[src/rtl/arm_hazard_pkg.sv]
// Shared types and constants for the ARM pipeline hazard controller.
//   fwd_sel_t   : per-source forwarding select driven onto ForwardE
//   mem_state_t : data-memory wait FSM state
//   PC_REG      : architectural register number of the PC (never forwarded)
package arm_hazard_pkg;

    typedef enum logic [1:0] {
        FWD_RF = 2'b00,
        FWD_W  = 2'b01,
        FWD_M  = 2'b10
    } fwd_sel_t;

    typedef enum logic {
        MS_IDLE = 1'b0,
        MS_WAIT = 1'b1
    } mem_state_t;

    localparam int PC_REG = 15;

endpackage

[src/rtl/arm_hazard_unit_shadow.sv]
// hazard_shadow_reg: one stage of the hazard unit's private copy of the pipe.
//   clk, rst_n : clock, asynchronous active-low reset (clears to a bubble)
//   en         : advance this stage (low = hold)
//   clr        : when advancing, load a bubble instead of d
//   d, q       : packed stage fields in / out
module hazard_shadow_reg #(
    parameter int W = 8
) (
    input  logic         clk,
    input  logic         rst_n,
    input  logic         en,
    input  logic         clr,
    input  logic [W-1:0] d,
    output logic [W-1:0] q
);

    always_ff @(posedge clk or negedge rst_n) begin
        if (!rst_n) begin
            q <= '0;
        end else if (en) begin
            q <= clr ? '0 : d;
        end
    end

endmodule

[src/rtl/arm_hazard_unit.sv]
// arm_hazard_unit: forwarding, stall and flush controller for the 5-stage
// ARM pipeline. It keeps a shadow copy of the E/M/W destination state, so
// only decode-time information has to be supplied by the core.
//   clk, reset     : clock, asynchronous active-low reset
//   RAD, SrcValidD : decode source register numbers and their valid bits
//   WA3D, RegWriteD, MemToRegD, MemReqD, PCSrcD : decode instruction info
//   BranchTakenE   : branch resolved taken in execute
//   ForwardE       : per-source select (00 regfile, 01 ResultW, 10 ALUOutM)
//   StallF/D/E/M   : hold the corresponding pipe register
//   FlushD/E       : bubble into D / E
//   MemBusy        : data-memory wait FSM is in WAIT (FSM state visibility)
module arm_hazard_unit
    import arm_hazard_pkg::*;
#(
    parameter int REG_AW   = 4,
    parameter int NUM_SRC  = 3,
    parameter int MEM_WAIT = 0,
    parameter int FWD_EN   = 1
) (
    input  logic                        clk,
    input  logic                        reset,
    input  logic [NUM_SRC*REG_AW-1:0]   RAD,
    input  logic [NUM_SRC-1:0]          SrcValidD,
    input  logic [REG_AW-1:0]           WA3D,
    input  logic                        RegWriteD,
    input  logic                        MemToRegD,
    input  logic                        MemReqD,
    input  logic                        PCSrcD,
    input  logic                        BranchTakenE,
    output logic [2*NUM_SRC-1:0]        ForwardE,
    output logic                        StallF,
    output logic                        StallD,
    output logic                        StallE,
    output logic                        StallM,
    output logic                        FlushD,
    output logic                        FlushE,
    output logic                        MemBusy
);

    localparam int E_W = NUM_SRC*REG_AW + NUM_SRC + REG_AW + 4;
    localparam int M_W = REG_AW + 3;
    localparam int W_W = REG_AW + 2;
    localparam int CW  = (MEM_WAIT > 0) ? $clog2(MEM_WAIT + 1) : 1;
    localparam logic [CW-1:0]     CNT_LOAD = CW'((MEM_WAIT > 0) ? MEM_WAIT - 1 : 0);
    localparam logic [REG_AW-1:0] PC_ADDR  = REG_AW'(PC_REG);

    // Shadow stage fields
    logic [NUM_SRC*REG_AW-1:0] ra_e;
    logic [NUM_SRC-1:0]        src_valid_e;
    logic [REG_AW-1:0]         wa3_e, wa3_m, wa3_w;
    logic reg_write_e, mem_to_reg_e, mem_req_e, pc_src_e;
    logic reg_write_m, mem_req_m, pc_src_m;
    logic reg_write_w, pc_src_w;

    logic [E_W-1:0] e_q;
    logic [M_W-1:0] m_q;
    logic [W_W-1:0] w_q;

    // Hazard terms
    logic                 mem_stall;
    logic                 ldr_stall;
    logic                 pc_pend;
    logic                 flush_e_int;
    logic [NUM_SRC-1:0]   ld_hit;
    logic [NUM_SRC-1:0]   raw_hit;
    logic [2*NUM_SRC-1:0] fwd_int;

    // Memory wait FSM
    mem_state_t    state, state_nxt;
    logic [CW-1:0] cnt, cnt_nxt;

    // E freezes only for memory wait; ldr/branch bubbles enter when it advances.
    hazard_shadow_reg #(.W(E_W)) u_shadow_e (
        .clk   (clk),
        .rst_n (reset),
        .en    (!mem_stall),
        .clr   (flush_e_int),
        .d     ({RAD, SrcValidD, WA3D, RegWriteD, MemToRegD, MemReqD, PCSrcD}),
        .q     (e_q)
    );

    hazard_shadow_reg #(.W(M_W)) u_shadow_m (
        .clk   (clk),
        .rst_n (reset),
        .en    (!mem_stall),
        .clr   (1'b0),
        .d     ({wa3_e, reg_write_e, mem_req_e, pc_src_e}),
        .q     (m_q)
    );

    // W holds alongside M so its forwarding value stays valid during a wait.
    hazard_shadow_reg #(.W(W_W)) u_shadow_w (
        .clk   (clk),
        .rst_n (reset),
        .en    (!mem_stall),
        .clr   (1'b0),
        .d     ({wa3_m, reg_write_m, pc_src_m}),
        .q     (w_q)
    );

    assign {ra_e, src_valid_e, wa3_e, reg_write_e, mem_to_reg_e, mem_req_e, pc_src_e} = e_q;
    assign {wa3_m, reg_write_m, mem_req_m, pc_src_m} = m_q;
    assign {wa3_w, reg_write_w, pc_src_w} = w_q;

    for (genvar i = 0; i < NUM_SRC; i++) begin : g_src
        logic [REG_AW-1:0] ra_e_i;
        logic [REG_AW-1:0] ra_d_i;
        logic              use_d;
        fwd_sel_t          sel;

        assign ra_e_i = ra_e[i*REG_AW +: REG_AW];
        assign ra_d_i = RAD[i*REG_AW +: REG_AW];
        // Reading R15 yields PC+8 from fetch, so it never depends on a writer.
        assign use_d  = SrcValidD[i] && (ra_d_i != PC_ADDR);

        // M is the younger writer, so it takes priority over W.
        always_comb begin
            sel = FWD_RF;
            if (FWD_EN != 0 && src_valid_e[i] && ra_e_i != PC_ADDR) begin
                if (reg_write_m && wa3_m == ra_e_i) begin
                    sel = FWD_M;
                end else if (reg_write_w && wa3_w == ra_e_i) begin
                    sel = FWD_W;
                end
            end
        end

        assign fwd_int[2*i +: 2] = sel;
        assign ld_hit[i]  = use_d && mem_to_reg_e && reg_write_e && (wa3_e == ra_d_i);
        assign raw_hit[i] = use_d && ((reg_write_e && wa3_e == ra_d_i) ||
                                      (reg_write_m && wa3_m == ra_d_i));
    end

    // Without forwarding every RAW dependency on E or M has to wait instead.
    assign ldr_stall = (|ld_hit) || (FWD_EN == 0 && (|raw_hit));
    assign pc_pend   = PCSrcD | pc_src_e | pc_src_m;
    assign flush_e_int = !mem_stall && (ldr_stall || BranchTakenE);

    always_ff @(posedge clk or negedge reset) begin
        if (!reset) begin
            state <= MS_IDLE;
            cnt   <= '0;
        end else begin
            state <= state_nxt;
            cnt   <= cnt_nxt;
        end
    end

    // The entry cycle stalls from IDLE, then WAIT stalls until cnt hits 0;
    // the cnt==0 cycle is the release cycle on which M advances.
    always_comb begin
        state_nxt = state;
        cnt_nxt   = cnt;
        mem_stall = 1'b0;
        case (state)
            MS_IDLE: begin
                if (MEM_WAIT > 0 && mem_req_m) begin
                    mem_stall = 1'b1;
                    state_nxt = MS_WAIT;
                    cnt_nxt   = CNT_LOAD;
                end
            end
            MS_WAIT: begin
                if (cnt != '0) begin
                    mem_stall = 1'b1;
                    cnt_nxt   = cnt - CW'(1);
                end else begin
                    state_nxt = MS_IDLE;
                end
            end
            default: begin
                state_nxt = MS_IDLE;
                cnt_nxt   = '0;
            end
        endcase
    end

    // Memory wait dominates: freeze everything and defer flushes to release.
    // All controls are forced low while reset is asserted.
    assign ForwardE = reset ? fwd_int : '0;
    assign StallF   = reset & (mem_stall | ldr_stall | pc_pend);
    assign StallD   = reset & (mem_stall | ldr_stall);
    assign StallE   = reset & mem_stall;
    assign StallM   = reset & mem_stall;
    assign FlushD   = reset & !mem_stall & (pc_pend | pc_src_w | BranchTakenE);
    assign FlushE   = reset & flush_e_int;
    assign MemBusy  = reset & (state == MS_WAIT);

endmodule

[config.mk]
export PLATFORM = sky130hd
export DESIGN_NAME = arm_hazard_unit
export DESIGN_NICKNAME = d
export VERILOG_FILES = /design/src/rtl/arm_hazard_pkg.sv /design/src/rtl/arm_hazard_unit_shadow.sv /design/src/rtl/arm_hazard_unit.sv
export SDC_FILE = /design/constraint.sdc
export NUM_CORES = 1
export LEC_CHECK = 0
export ABC_AREA = 1
export ABC_CLOCK_PERIOD_IN_PS = 3950
export BUFFER_PORTS_ARGS = -buffer_cell sky130_fd_sc_hd__buf_2
export CORE_MARGIN = 2
export CORE_UTILIZATION = 60
export CTS_BUF_LIST = sky130_fd_sc_hd__clkbuf_4
export DETAILED_ROUTE_END_ITERATION = 7
export MAX_ROUTING_LAYER = met4
export PLACE_DENSITY = 0.85
export SYNTH_ARGS = -nofsm -noshare
export SYNTH_HDL_FRONTEND = slang
export SYNTH_SLANG_ARGS = --single-unit
[constraint.sdc]
create_clock -name clk -period 3.95 [get_ports clk]
set_clock_uncertainty 0.2 [all_clocks]
set_input_delay 0.79 -clock clk [delete_from_list [all_inputs] [get_ports clk]]
set_output_delay 0.79 -clock clk [all_outputs]
set_load 0.01 [all_outputs]
==> flow_summary_export.csv <==
group,metric,value,unit
power_and_ir_drop,power.switching,0.000192,W
clock_tree,cts_tree,"yes",
final_layout,seq_area,851,um2
hold_path,hold_path_class,"register to register",
worst_setup_path,crit_cells,8,
clock_tree,cts_buffers,5,
sta,setup_tns,0,ns
synthesis,syn_inst,230,
worst_setup_path,crit_buf_inv,3,
final_layout,multi_input_area,783,um2
synthesis,synth_top_area_cell,"dfrtp_1",
die,dieArea,0.00351,mm2
placed_design,port_buffers,34,
worst_setup_path,critPathLaunch,"reset",
final_layout,final_cell_mix,"nand2_1, inv_1, buf_2, dfrtp_1, nor2_2",
detailed_routing,num_vias,1534,
synthesis,synth-compound-area-share,8.46,%
die,die_h,59.3,um
clock_tree,hold_buffers,0,
sta,slew_headroom,64.2,%
global_routing,grt_usage,24.7,%
placed_design,hpwl,2800,um
power_and_ir_drop,intPower,0.000470,W
detailed_routing,totalWireLength,3580,um
worst_setup_path,critPathTopFamily,"buffers and inverters",
final_layout,drive_gt1_share,27.5,%
global_routing,grt_pass1_vias,1376,
clock_tree,clk_path_buf_depth,2,
synthesis,ys_seq_area_share,46.4,%
detailed_routing,drt_iter0_markers,76,
power_and_ir_drop,seq_power_share,58.2,%
final_layout,nFillCells,243,
synthesis,synth-xor-area-share,3.82,%
worst_setup_path,critical_path_class,"input port to output port",
detailed_routing,dr.pass1.iters,4,
die,initial_core_util,61.6,%
detailed_routing,antenna_left,0,
global_routing,grt_start_max_net_pins,26,
final_layout,final_nets,295,
final_layout,areaGrowthSynthToFinish,12.5,%
worst_setup_path,r2r_start,"u_shadow_e.q[5]",
power_and_ir_drop,p_leak,1.13,nW
synthesis,syn_avg_cell_area,7.97,um2
clock_tree,h-tree-depth,2,
synthesis,synthSimpleGateAreaFrac,29.8,%
sta,fmax,0.329,GHz
die,die_w,59.3,um
synthesis,synth_top_area_share,46.4,%
sta,finalSetupViolCount,0,
sta,period_needed,3.04,ns
synthesis,ys_warn_count,0,
placed_design,gp_congestion,0.935,
final_layout,antenna_cells,0,
placed_design,place_area,0.00201,mm2
clock_tree,post_cts_resized,0,
synthesis,ys_ff_latch,34,
run_status,status,"finished clean",
global_routing,grt_antenna_before_repair,0,
power_and_ir_drop,peakVddDrop,221,uV
clock_tree,root_buffer,"clkbuf_4",
detailed_routing,viasPerCell,5.08,
worst_setup_path,cp_max_fo,25,
power_and_ir_drop,clkPwrFrac,26.8,%
synthesis,yosysUniqueCellTypes,28,
final_layout,finish.utilization,69.2,%
die,row_count,20,
hold_path,whs_path_depth,0,
sta,tightest_slew,0.536,ns
power_and_ir_drop,p_per_area,321,mW/mm2
synthesis,synth_mux_area_share,0,%
global_routing,grt_overflow_total,0,
synthesis,synth_top_family_by_area,"simple AND/OR/NAND/NOR gates",
worst_setup_path,worstRegToRegCells,8,
die,fp.coreArea,0.00298,mm2
final_layout,layout_commonest_cell,"nand2_1",
final_layout,postLayoutCellArea,0.00206,mm2
flow_run,drv_cap,0,
sta,finalHoldViolCount,0,
sta,finalMaxSlewViolations,0,
sta,fin_crit_sh,76.9,%
clock_tree,cts_setup_buffers,0,
die,ios,39,
synthesis,synth_area_leaders,"dfrtp_1, nand2_1, inv_1",
worst_setup_path,worstPathArrival,2.05,ns
global_routing,grt_pass1_wl,6020,um
clock_tree,clk_latency,0.33,ns
clock_tree,clk_pin_slew,0.09,ns
hold_path,worstHoldStart,"u_shadow_e.q[0]",
power_and_ir_drop,comb_power_share,15.1,%
worst_setup_path,slowest_stage,"buf_2",
worst_setup_path,endpoint_kind,"output port",
synthesis,synth_adder_area_share,0,%
detailed_routing,remaining_drc_errors,0,
worst_setup_path,slowest_delay,0.43,ns
clock_tree,cts.sinks,34,
worst_setup_path,startpoint_type,"input port",
synthesis,synth_area,0.00183,mm2
worst_setup_path,path_cells,"buf_2 > nand2_1 > inv_1 > o21ai_0 > a211oi_1 > nand2_1 > nor2_1 > buf_2",
sta,grt_setup_unrepaired,"no",
detailed_routing,routedWlPerCell,11.9,um
worst_setup_path,required,2.96,ns
power_and_ir_drop,switching_share,29.1,%
layer usage:
layer	global-route usage, %	vias up	wire length (um)
met5	-	-	0
met4	10.1	0	46
met3	7.42	6	178
met2	39.2	47	1810
met1	29.4	702	1540
li1	-	779	-
path summary, 6_finish.rpt:
path,slack [ns],endpoint
hold reg to reg,0.18,u_shadow_m.q[0]
setup / recovery,0.91,ForwardE[4]
hold / removal,0.18,u_shadow_m.q[0]
setup reg to reg,2.20,u_shadow_e.q[19]
min in group asynchronous,0.22,u_shadow_e.q[19]
max in group asynchronous,2.73,u_shadow_m.q[0]
per-stage QoR:
step           power (W)  cells  hold slack [ns]  worst slack [ns]
6_report        0.000662    302            0.185             0.911
5_1_grt         0.000703    302            0.197             0.661
4_1_cts         0.000669    302            0.188             0.875
3_5_place_dp    0.000492    295            0.165             0.874
3_3_place_gp    0.000488    295            0.158             0.943
2_1_floorplan   0.000455    232            0.154              1.45
layout make-up:
type	instances	share of cell area [%]
inverters	43	7.83
well taps	33	2.00
clock inverters	2	0.485
flip-flops and latches	34	41.3
repair buffers	35	8.62
clock buffers	5	1.82
multi-input cells	150	38.0
power by group through the flow:
stage | combinational, W | clock (W) | sequential [W]
2_1_floorplan | 0.0000690 | 0 | 0.000386
3_3_place_gp | 0.0000970 | 0 | 0.000391
3_5_place_dp | 0.000100 | 0 | 0.000392
4_1_cts | 0.000101 | 0.000183 | 0.000385
5_1_grt | 0.000115 | 0.000200 | 0.000388
6_report | 0.0000997 | 0.000177 | 0.000385
sequential cells by signal, summed over array words and instances (netlist names):
signal        flops
u_shadow_m.q      6
u_shadow_e.q     22
u_shadow_w.q      6
logic make-up (layout without fill, tap and decap cells):
kind of cell	count (synthesis)	count (layout)
compound gates	25	25
flops	34	34
other cells	1	3
xor+xnor	8	8
simple gates	114	114
buf+inv	48	85
cell usage after synthesis (all sizes together):
cell    instances
a221oi          2
o31ai           1
conb            1
nor3            1
buf             5
a211oi          3
nor2           39
o22ai           3
dfrtp          34
nor4            3
o211ai          2
o21ai          10
a21oi           4
xor2            6
nand3          12
or2             3
xnor2           2
inv            43
nand2          55
nand4           1
No activity file was read; power rests on OpenSTA's default activity.
